==> config.mk <==
export PLATFORM = sky130hd
export DESIGN_NAME = load_store_unit
export DESIGN_NICKNAME = d
export VERILOG_FILES = /design/src/rtl/load_store_unit.sv
export SDC_FILE = /design/constraint.sdc
export NUM_CORES = 1
export LEC_CHECK = 0
export CAP_MARGIN = 20
export CORE_MARGIN = 5
export CORE_UTILIZATION = 40
export DETAILED_ROUTE_END_ITERATION = 16
export PLACE_DENSITY = 0.77
export SYNTH_ARGS = -nofsm -noshare
export SYNTH_HDL_FRONTEND = slang
export SYNTH_SLANG_ARGS = --single-unit
==> constraint.sdc <==
create_clock -name clk -period 2.5 [get_ports clk]
set_clock_uncertainty 0.05 [all_clocks]
set_input_delay 0.5 -clock clk [delete_from_list [all_inputs] [get_ports clk]]
set_output_delay 0.5 -clock clk [all_outputs]
set_load 0.005 [all_outputs]
==> src/rtl/load_store_unit.sv <==
// Load/store stage: one req/ack data-bus transaction per accepted access, with
// byte-lane steering, alignment/illegal checks, load extension and bus timeout.
module load_store_unit #(
  parameter int unsigned TIMEOUT_CYCLES = 16
) (
  input  logic        clk,
  input  logic        rst_n,
  input  logic        start,
  input  logic        data_r,
  input  logic        data_w,
  input  logic [1:0]  data_size,
  input  logic        unsigned_value,
  input  logic [31:0] addr,
  input  logic [31:0] wdata,
  output logic        busy,
  output logic        done,
  output logic [31:0] rd_data,
  output logic        fault,
  output logic [1:0]  fault_cause,
  output logic        mem_req,
  output logic        mem_we,
  output logic [31:0] mem_addr,
  output logic [31:0] mem_wdata,
  output logic [3:0]  mem_wstrb,
  input  logic        mem_ack,
  input  logic [31:0] mem_rdata
);

  localparam int unsigned CNT_W = 32;

  typedef enum logic [1:0] {IDLE, REQ, DONE, FAULT} state_t;

  state_t             state_q, state_d;
  logic [CNT_W-1:0]   cnt_q, cnt_d;
  logic [1:0]         size_q, size_d;
  logic [1:0]         off_q, off_d;
  logic               uns_q, uns_d;
  logic               done_d, fault_d, mem_req_d, mem_we_d;
  logic [1:0]         cause_d;
  logic [31:0]        rd_d, mem_addr_d, mem_wdata_d;
  logic [3:0]         wstrb_d;

  logic [7:0]         lb;
  logic [15:0]        lh;
  logic [31:0]        load_ext;
  logic [3:0]         wstrb_s;
  logic [31:0]        wdata_s;
  logic               illegal, misaligned;

  assign busy = (state_q != IDLE);

  // Pick the addressed lane out of the read word and extend it.
  always_comb begin
    lb = 8'h00;
    case (off_q)
      2'd0:    lb = mem_rdata[7:0];
      2'd1:    lb = mem_rdata[15:8];
      2'd2:    lb = mem_rdata[23:16];
      default: lb = mem_rdata[31:24];
    endcase
    lh = off_q[1] ? mem_rdata[31:16] : mem_rdata[15:0];
    case (size_q)
      2'b00:   load_ext = uns_q ? {24'h0, lb} : {{24{lb[7]}}, lb};
      2'b01:   load_ext = uns_q ? {16'h0, lh} : {{16{lh[15]}}, lh};
      default: load_ext = mem_rdata;
    endcase
  end

  // Request decode: lane steering and fault classification of the issuing access.
  always_comb begin
    wstrb_s = 4'b1111;
    wdata_s = wdata;
    case (data_size)
      2'b00: begin
        wstrb_s = 4'b0001 << addr[1:0];
        wdata_s = {4{wdata[7:0]}};
      end
      2'b01: begin
        wstrb_s = 4'b0011 << addr[1:0];
        wdata_s = {2{wdata[15:0]}};
      end
      default: ;
    endcase
    illegal    = (data_r && data_w) || (data_size == 2'b11);
    misaligned = ((data_size == 2'b01) && addr[0]) ||
                 ((data_size == 2'b10) && (addr[1:0] != 2'b00));
  end

  // Next-state and next-output logic.
  always_comb begin
    state_d     = state_q;
    cnt_d       = cnt_q;
    size_d      = size_q;
    off_d       = off_q;
    uns_d       = uns_q;
    done_d      = 1'b0;
    fault_d     = 1'b0;
    cause_d     = fault_cause;
    rd_d        = rd_data;
    mem_req_d   = mem_req;
    mem_we_d    = mem_we;
    mem_addr_d  = mem_addr;
    mem_wdata_d = mem_wdata;
    wstrb_d     = mem_wstrb;

    case (state_q)
      IDLE: begin
        if (start && (data_r || data_w)) begin
          size_d = data_size;
          off_d  = addr[1:0];
          uns_d  = unsigned_value;
          cnt_d  = '0;
          if (illegal) begin
            state_d = FAULT;
            fault_d = 1'b1;
            cause_d = 2'b11;
          end else if (misaligned) begin
            state_d = FAULT;
            fault_d = 1'b1;
            cause_d = 2'b01;
          end else begin
            state_d     = REQ;
            cause_d     = 2'b00;
            mem_req_d   = 1'b1;
            mem_we_d    = data_w;
            mem_addr_d  = {addr[31:2], 2'b00};
            mem_wdata_d = wdata_s;
            wstrb_d     = data_w ? wstrb_s : 4'b0000;
          end
        end
      end
      REQ: begin
        // An ack in the final counted cycle takes priority over the timeout.
        if (mem_ack) begin
          if (!mem_we) rd_d = load_ext;
          mem_req_d = 1'b0;
          done_d    = 1'b1;
          state_d   = DONE;
        end else if ((TIMEOUT_CYCLES != 0) && (cnt_q == CNT_W'(TIMEOUT_CYCLES - 1))) begin
          mem_req_d = 1'b0;
          fault_d   = 1'b1;
          cause_d   = 2'b10;
          state_d   = FAULT;
        end else begin
          cnt_d = cnt_q + CNT_W'(1);
        end
      end
      DONE:    state_d = IDLE;
      FAULT:   state_d = IDLE;
      default: state_d = IDLE;
    endcase
  end

  always_ff @(posedge clk) begin
    if (!rst_n) begin
      state_q     <= IDLE;
      cnt_q       <= '0;
      size_q      <= 2'b00;
      off_q       <= 2'b00;
      uns_q       <= 1'b0;
      done        <= 1'b0;
      fault       <= 1'b0;
      fault_cause <= 2'b00;
      rd_data     <= 32'h0;
      mem_req     <= 1'b0;
      mem_we      <= 1'b0;
      mem_addr    <= 32'h0;
      mem_wdata   <= 32'h0;
      mem_wstrb   <= 4'b0000;
    end else begin
      state_q     <= state_d;
      cnt_q       <= cnt_d;
      size_q      <= size_d;
      off_q       <= off_d;
      uns_q       <= uns_d;
      done        <= done_d;
      fault       <= fault_d;
      fault_cause <= cause_d;
      rd_data     <= rd_d;
      mem_req     <= mem_req_d;
      mem_we      <= mem_we_d;
      mem_addr    <= mem_addr_d;
      mem_wdata   <= mem_wdata_d;
      mem_wstrb   <= wstrb_d;
    end
  end

endmodule

======== After elaboration in Yosys (flattened, before gate mapping) ========
Index checks and enable logic that the tools add are counted.
Widths: inputs -> output; s select.
storage, ports and cells
  output and inout bits ................... 107
  register bits ........................... 143
  logic and storage cells ................. 97
  input bits .............................. 105
cells by class
  reduce and logical (&&, ||, !) cells .... 23
  equal/unequal tests ..................... 17
  $add $sub $neg .......................... 1
  multiplexer cells ....................... 37
  bitwise operators ....................... 3
  shift operators ......................... 2
operator list
  kind                   number
  $pmux 32 s2            3
  $mux 32                5
  $add 32x1->32 const B  1
  $eq 32x4->1 const B    1
  $pmux 8 s3             1
  $mux 2                 9
  $mux 16                1
  $mux 1                 12
  $ne 2x2->1 const B     6
  $reduce_and 4->1       3
  $eq 2x2->1 const B     5
  $eq 2x1->1 const B     4
  $logic_not 2->1        4
  $pmux 4 s2             1
  $pmux 2 s3             1
  $reduce_and 2->1       3
  $reduce_bool 2->1      3
  $reduce_and 5->1       1
  $logic_and 1x1->1      4
  $mux 4                 1
  $pmux 1 s2             2
  $pmux 2 s2             1
  $shl 1x2->4 const A    1
  $shl 2x2->4 const A    1
  5 further kinds        9

======== Depth between registers and ports, before layout ========
Gate-level depths: netlist of run 1.
  depth in word-level cells ............... 7
  depth in mapped cells ................... 8
  gate-level depth less buffers ........... 6

======== Least setup slack after synthesis of run 1 ========
No wires, ideal clock.
  path kind ............................... input to register
  start point ............................. in data_w
  end point ............................... reg cnt_q[25]
  path buffers ............................ 2
  cell stages on the path ................. 7
  library setup time ...................... 0.073 ns
  arrival ................................. 2.060 ns
  setup slack ............................. 0.317 ns
  data required time ...................... 2.377 ns
  cells stage by stage .................... buf_4 o21ai_4 mux2_2 or3_1 clkbuf_2 or4_1 a21oi_1
on the way
  word-level cells in the longest chain between the ends .. 4
ends and longest elaborated chain
  what                        RTL line  text
  start, declared             10        input logic data_w,
  $logic_or 1x1->1            108       if (start && (data_r || data_w)) begin
  $logic_and 1x1->1           108
  $ne 2x2->1 (no line)        n/a
  $reduce_and 4->1 (no line)  n/a
  end signal, assigned        172       cnt_q <= cnt_d;
  end, declared               34        logic [CNT_W-1:0] cnt_q, cnt_d;
No other way between the ends.
A chain may end at the register's enable or synchronous reset.

======== Final worst setup path of run 1 ========
  start point ............................. reg state_q[0]
  end point ............................... out busy
on the way
  word-level cells in the longest chain between the ends .. 1
ends and longest elaborated chain
  what                    RTL line  text
  start, declared         33        state_t state_q, state_d;
  start signal, assigned  171       state_q <= state_d;
  $reduce_bool 2->1       50        assign busy = (state_q != IDLE);
  end, declared           15        output logic busy,
No other way between the ends.

==> results.toml, run 1 <==
[finish]
layout-drive-gt1-share = 0.0749
final_util = 0.602
final_cell_mix = "clkdlybuf4s50_1 (209), nand2_1 (169), dfxtp_1 (143)"
n_antenna_cell = 0
syn2layout_area_growth_pct = 49.1
layout.nets = 1108
layout_commonest_cell = "clkdlybuf4s50_1"

[global_route]
grt.total_usage = 0.212
grt_pass1_wl_um = 31000
grt_pass1_vias = 6053
grt_overflow = 0
grt_max_degree = 63
antenna_found_initial = 1

[clock_network]
cts_hold_buf = 0
clock_sinks = 143
post_cts_buffers = 0
cts_tree = "done"
root_buffer = "clkbuf_16"
cts.path.max_buffers = 2
insertion_delay_ns = 0.42
tritoncts.num_buffers = 17
clk_pin_slew_ns = 0.06
h-tree-depth = 4

[critical_path]
arrival_ns = 1.74
required_ns = 1.95
endpoint_kind = "output port"
crit_fanout = 9
start_kind = "flop"
critPathKind = "flop to output port"

[logic_synthesis]
netlist_area_um2 = 6340
synth_top_flop_cell = "dfxtp_1"
synth.distinct_cells = 58
yosys_warnings = 0
synth_cells = 793
synth_edf_count = 0
avgSynthCellArea_um2 = 7.99
synth_seq_cells = 143
ys_seq_area_frac = 0.452
ys_async_sr_fraction = 0

[drt]
drt_iter0_markers = 354
drt.antenna.violating_nets = 0
drcViolationCount = 0
totalWireLength_um = 19700
wl_per_cell_um = 16.0
num_vias = 6422
dr.pass1.iters = 5
vias_per_cell = 5.22

[timing]
final-max-slew-violation-count = 0
finalCritPeriodShare = 0.915
period_minus_slack_ns = 2.29
final_hold_viol_count = 0
worst_pin_slew_ns = 0.684
fin_hold_ws_ns = 0.400
tns_ns = 0
timing.final.setup_violations = 0
max_slew_margin = 0.540
fin_ws_ns = 0.213
rsz0062_at_grt = "no"
max_freq_ghz = 0.437

[floorplanning]
num_rows = 46
die_area_um2 = 18500
die_w_um = 136
core_um2 = 15700
start_util = 0.403
ios = 212
die_h_um = 136

[worst_hold_path]
hold_path.class = "flop to flop"

[placement]
dp_hpwl_um = 14400
pre_cts_slack_ns = -0.0351
io_buffers = 209
place_congestion = 0.830

[flow_run]
maxCapViolCount = 0

[run_status]
status = "complete, no violations"

[power]
powerDensity_nw_per_um2 = 641
p_leak_nw = 3.27
vdd_drop_max_uv = 574
p_total_mw = 6.05
## report_power, final
group,leakage (nW),internal (mW),switching (mW)
registers,1.16,2.37,0.0521
logic,1.80,0.460,0.387
clock network,0.316,1.83,0.956
## worst max-delay path, cell delays in order (launching register included)
cell	delay (ns)
dfxtp_1	0.40
or2_1	0.35
clkdlybuf4s50_1	0.57
## through the flow
stage,instance area (um2),std cells
floorplan,6340,794
global placement,8800,1199
detailed placement,8800,1199
CTS,9450,1231
global route,9450,1231
finish,9450,1231
## flip-flops by register name, summed over array words and instances (netlist names)
| register | flops |
|---|---|
| mem_wdata | 32 |
| off_q | 2 |
| size_q | 2 |
| fault | 1 |
| mem_addr | 30 |
| done | 1 |
| rd_data | 32 |
| mem_we | 1 |
| state_q | 2 |
| mem_req | 1 |
| mem_wstrb | 4 |
| fault_cause | 2 |
| uns_q | 1 |
| cnt_q | 32 |
## cells by family after synthesis
family,Yosys count,share of synthesized area
AO/OA/AOI/OAI,236,0.222
XOR/XNOR,16,0.0221
adder cells (fa/ha/maj),1,0.00197
buffers and inverters,62,0.0409
flip-flops,143,0.452
multiplexers,21,0.0355
other,1,0.000591
AND/OR/NAND/NOR,313,0.225
## final timing paths
kind,from,end,slack [ns],depth (start not counted)
setup / recovery,state_q[0],busy,0.21,2
setup reg to reg,cnt_q[9],cnt_q[24],0.27,5
hold / removal,rd_data[2],rd_data[2],0.40,2
hold reg to reg,rd_data[2],rd_data[2],0.40,2
## routing by layer
layer  routed length [um]  vias to the layer above  part of all wire  track usage
li1                     -                     3231                 -            -
met1                 8000                     2943              0.41        0.247
met2                 9320                      207              0.47        0.344
met3                 1860                       39             0.094       0.0907
met4                  532                        2             0.027       0.0857
met5                   18                        -           0.00091            0
## Yosys cell counts, types with 8 or more instances
cell	instances	area share
a211oi_1	9	0.011
a21oi_1	111	0.088
a311oi_1	8	0.011
buf_2	11	0.0087
clkbuf_1	36	0.021
dfxtp_1	143	0.45
mux2i_1	18	0.028
nand2_1	170	0.10
nand3_1	21	0.017
nand4_1	9	0.0089
nor2_1	46	0.027
nor3_1	8	0.0063
nor4_1	10	0.0099
o21ai_0	55	0.043
or3_1	9	0.0089
xor2_1	10	0.014
## final cells by class
cell class,count,area [um2]
fill,1368,6260
multi-input combinational,589,3230
sequential,143,2860
timing repair buffer,244,2420
clock buffer,23,468
tap,216,270
clock inverter,9,181
inverter,7,26.3
## timing repair
action,CTS,global route
endpoints found under the setup margin,0,1
resized for setup,0,1
endpoints found under the hold margin,0,0
Note: power is estimated with default switching activity, not from simulation.
==> run 2: changes to the inputs <==
Settings changed: PLACE_DENSITY 0.77 to 0.69.
==> results.toml, run 2 (synthesis gave the netlist of run 1 again) <==
[run_status]
status = "complete, no violations"

[floorplanning]
core_um2 = 15700
ios = 212
die_h_um = 136
start_util = 0.403
die_w_um = 136
num_rows = 46
die_area_um2 = 18500

[global_route]
grt_max_degree = 50
grt_pass1_vias = 6165
antenna_found_initial = 0
grt_pass1_wl_um = 31800
grt_overflow = 0
grt.total_usage = 0.217

[critical_path]
r2r-end = "cnt_q[3]"
required_ns = 1.95
start_kind = "flop"
arrival_ns = 1.78
endpoint_kind = "output port"
cp_top_family = "buffers and inverters"
crit_end = "busy"
critPathKind = "flop to output port"
crit_fanout = 9
critPathLaunch = "state_q[0]"
r2r-start = "cnt_q[4]"
r2r_cells = 5
worstPathCellList = "or2_1 > clkdlybuf4s50_1"
crit_slowest_cell = "clkdlybuf4s50_1"
path_buf_inv = 1
r2r_setup_slack_ns = 0.36
max_stage_delay_ns = 0.58
cp.depth = 2

[timing]
fin_hold_ws_ns = 0.400
final-max-slew-violation-count = 0
rsz0062_at_grt = "no"
final_hold_viol_count = 0
worst_pin_slew_ns = 0.642
finalCritPeriodShare = 0.931
max_slew_margin = 0.568
max_freq_ghz = 0.430
timing.final.setup_violations = 0
period_minus_slack_ns = 2.33

[finish]
layout_commonest_cell = "clkdlybuf4s50_1"
reg_top3 = "cnt_q x32, mem_wdata x32, rd_data x32"
syn2layout_area_growth_pct = 48.9
layout-drive-gt1-share = 0.0806
n_antenna_cell = 0
layout.nets = 1110
final_cell_mix = "clkdlybuf4s50_1 (209), nand2_1 (169), dfxtp_1 (143)"
final_util = 0.601
fillers = 1414

[placement]
dp_hpwl_um = 14600
place_congestion = 0.842
io_buffers = 209

[clock_network]
cts.path.max_buffers = 2
h-tree-depth = 4
cts_hold_buf = 0
post_cts_buffers = 0
cts_resized = 1
tritoncts.num_buffers = 17
clk_pin_slew_ns = 0.06
insertion_delay_ns = 0.42
clock_sinks = 143
root_buffer = "clkbuf_16"
cts_tree = "done"

[drt]
dr.pass1.iters = 5
totalWireLength_um = 20200
drt_iter0_markers = 521
drt.antenna.violating_nets = 0
drcViolationCount = 0
vias_per_cell = 5.16
num_vias = 6357
wl_per_cell_um = 16.4

[power]
vdd_drop_max_uv = 430
p_leak_nw = 3.25
powerDensity_nw_per_um2 = 622
p_total_mw = 5.87

[flow_run]
maxCapViolCount = 0

[worst_hold_path]
hold_path.class = "flop to flop"
min-delay-start = "rd_data[2]"
[run 2: cell types whose count changed in the layout (fill, tap and decap cells not counted), sizes merged]
cell / before / now
clkbuf: 23 / 18
clkinvlp: 0 / 5
inv: 6 / 11
bufinv: 5 / 2
buf: 35 / 37
clkinv: 5 / 3
[run 2: worst min path at each step]
stage          slack [ns]  depth (start not counted)      endpoint
6_report             0.40                          2    rd_data[2]
5_1_grt              0.42                          2    rd_data[2]
4_1_cts              0.40                          2    rd_data[2]
3_5_place_dp         0.39                          2    rd_data[2]
3_3_place_gp         0.39                          2    rd_data[2]
2_1_floorplan        0.40                          2  mem_wstrb[0]
[run 2: worst min-delay path: stages (launching register included)]
cell     delay [ns]
dfxtp_1        0.31
nand2_1        0.05
a21oi_1        0.05
[run 2: through the flow]
stage                     instance area [um2]  setup TNS (ns)  setup slack, ns  instances
final                                    9440               0            0.172       1233
after global routing                     9440               0           0.0952       1233
after CTS                                9440               0            0.174       1233
after detailed placement                 8840         -0.0707          -0.0261       1201
after global placement                   8840        -0.00553         -0.00553       1201
after floorplan                          6340               0            0.317        794
[run 2: cell type report]
class	count	area, um2	share of cell area
clock inverters	14	158	0.0167
well taps	216	270	0.0286
clock buffers	18	439	0.0465
flip-flops and latches	143	2860	0.303
inverters	7	26.3	0.00278
repair buffers	246	2460	0.260
multi-input cells	589	3230	0.342
[run 2: power breakdown]
part	leakage (nW)	internal [mW]	switching (mW)	total [mW]
logic	1.81	0.466	0.386	0.852
registers	1.16	2.37	0.0596	2.43
clock network	0.278	1.51	1.08	2.59
[run 2: layer usage]
layer / up-vias / global-route usage / part of all wire
met1: 2913 / 0.273 / 0.42
met5: - / 0 / 0
met4: 0 / 0.0655 / 0.021
met3: 28 / 0.0925 / 0.090
li1: 3226 / - / -
met2: 190 / 0.338 / 0.46
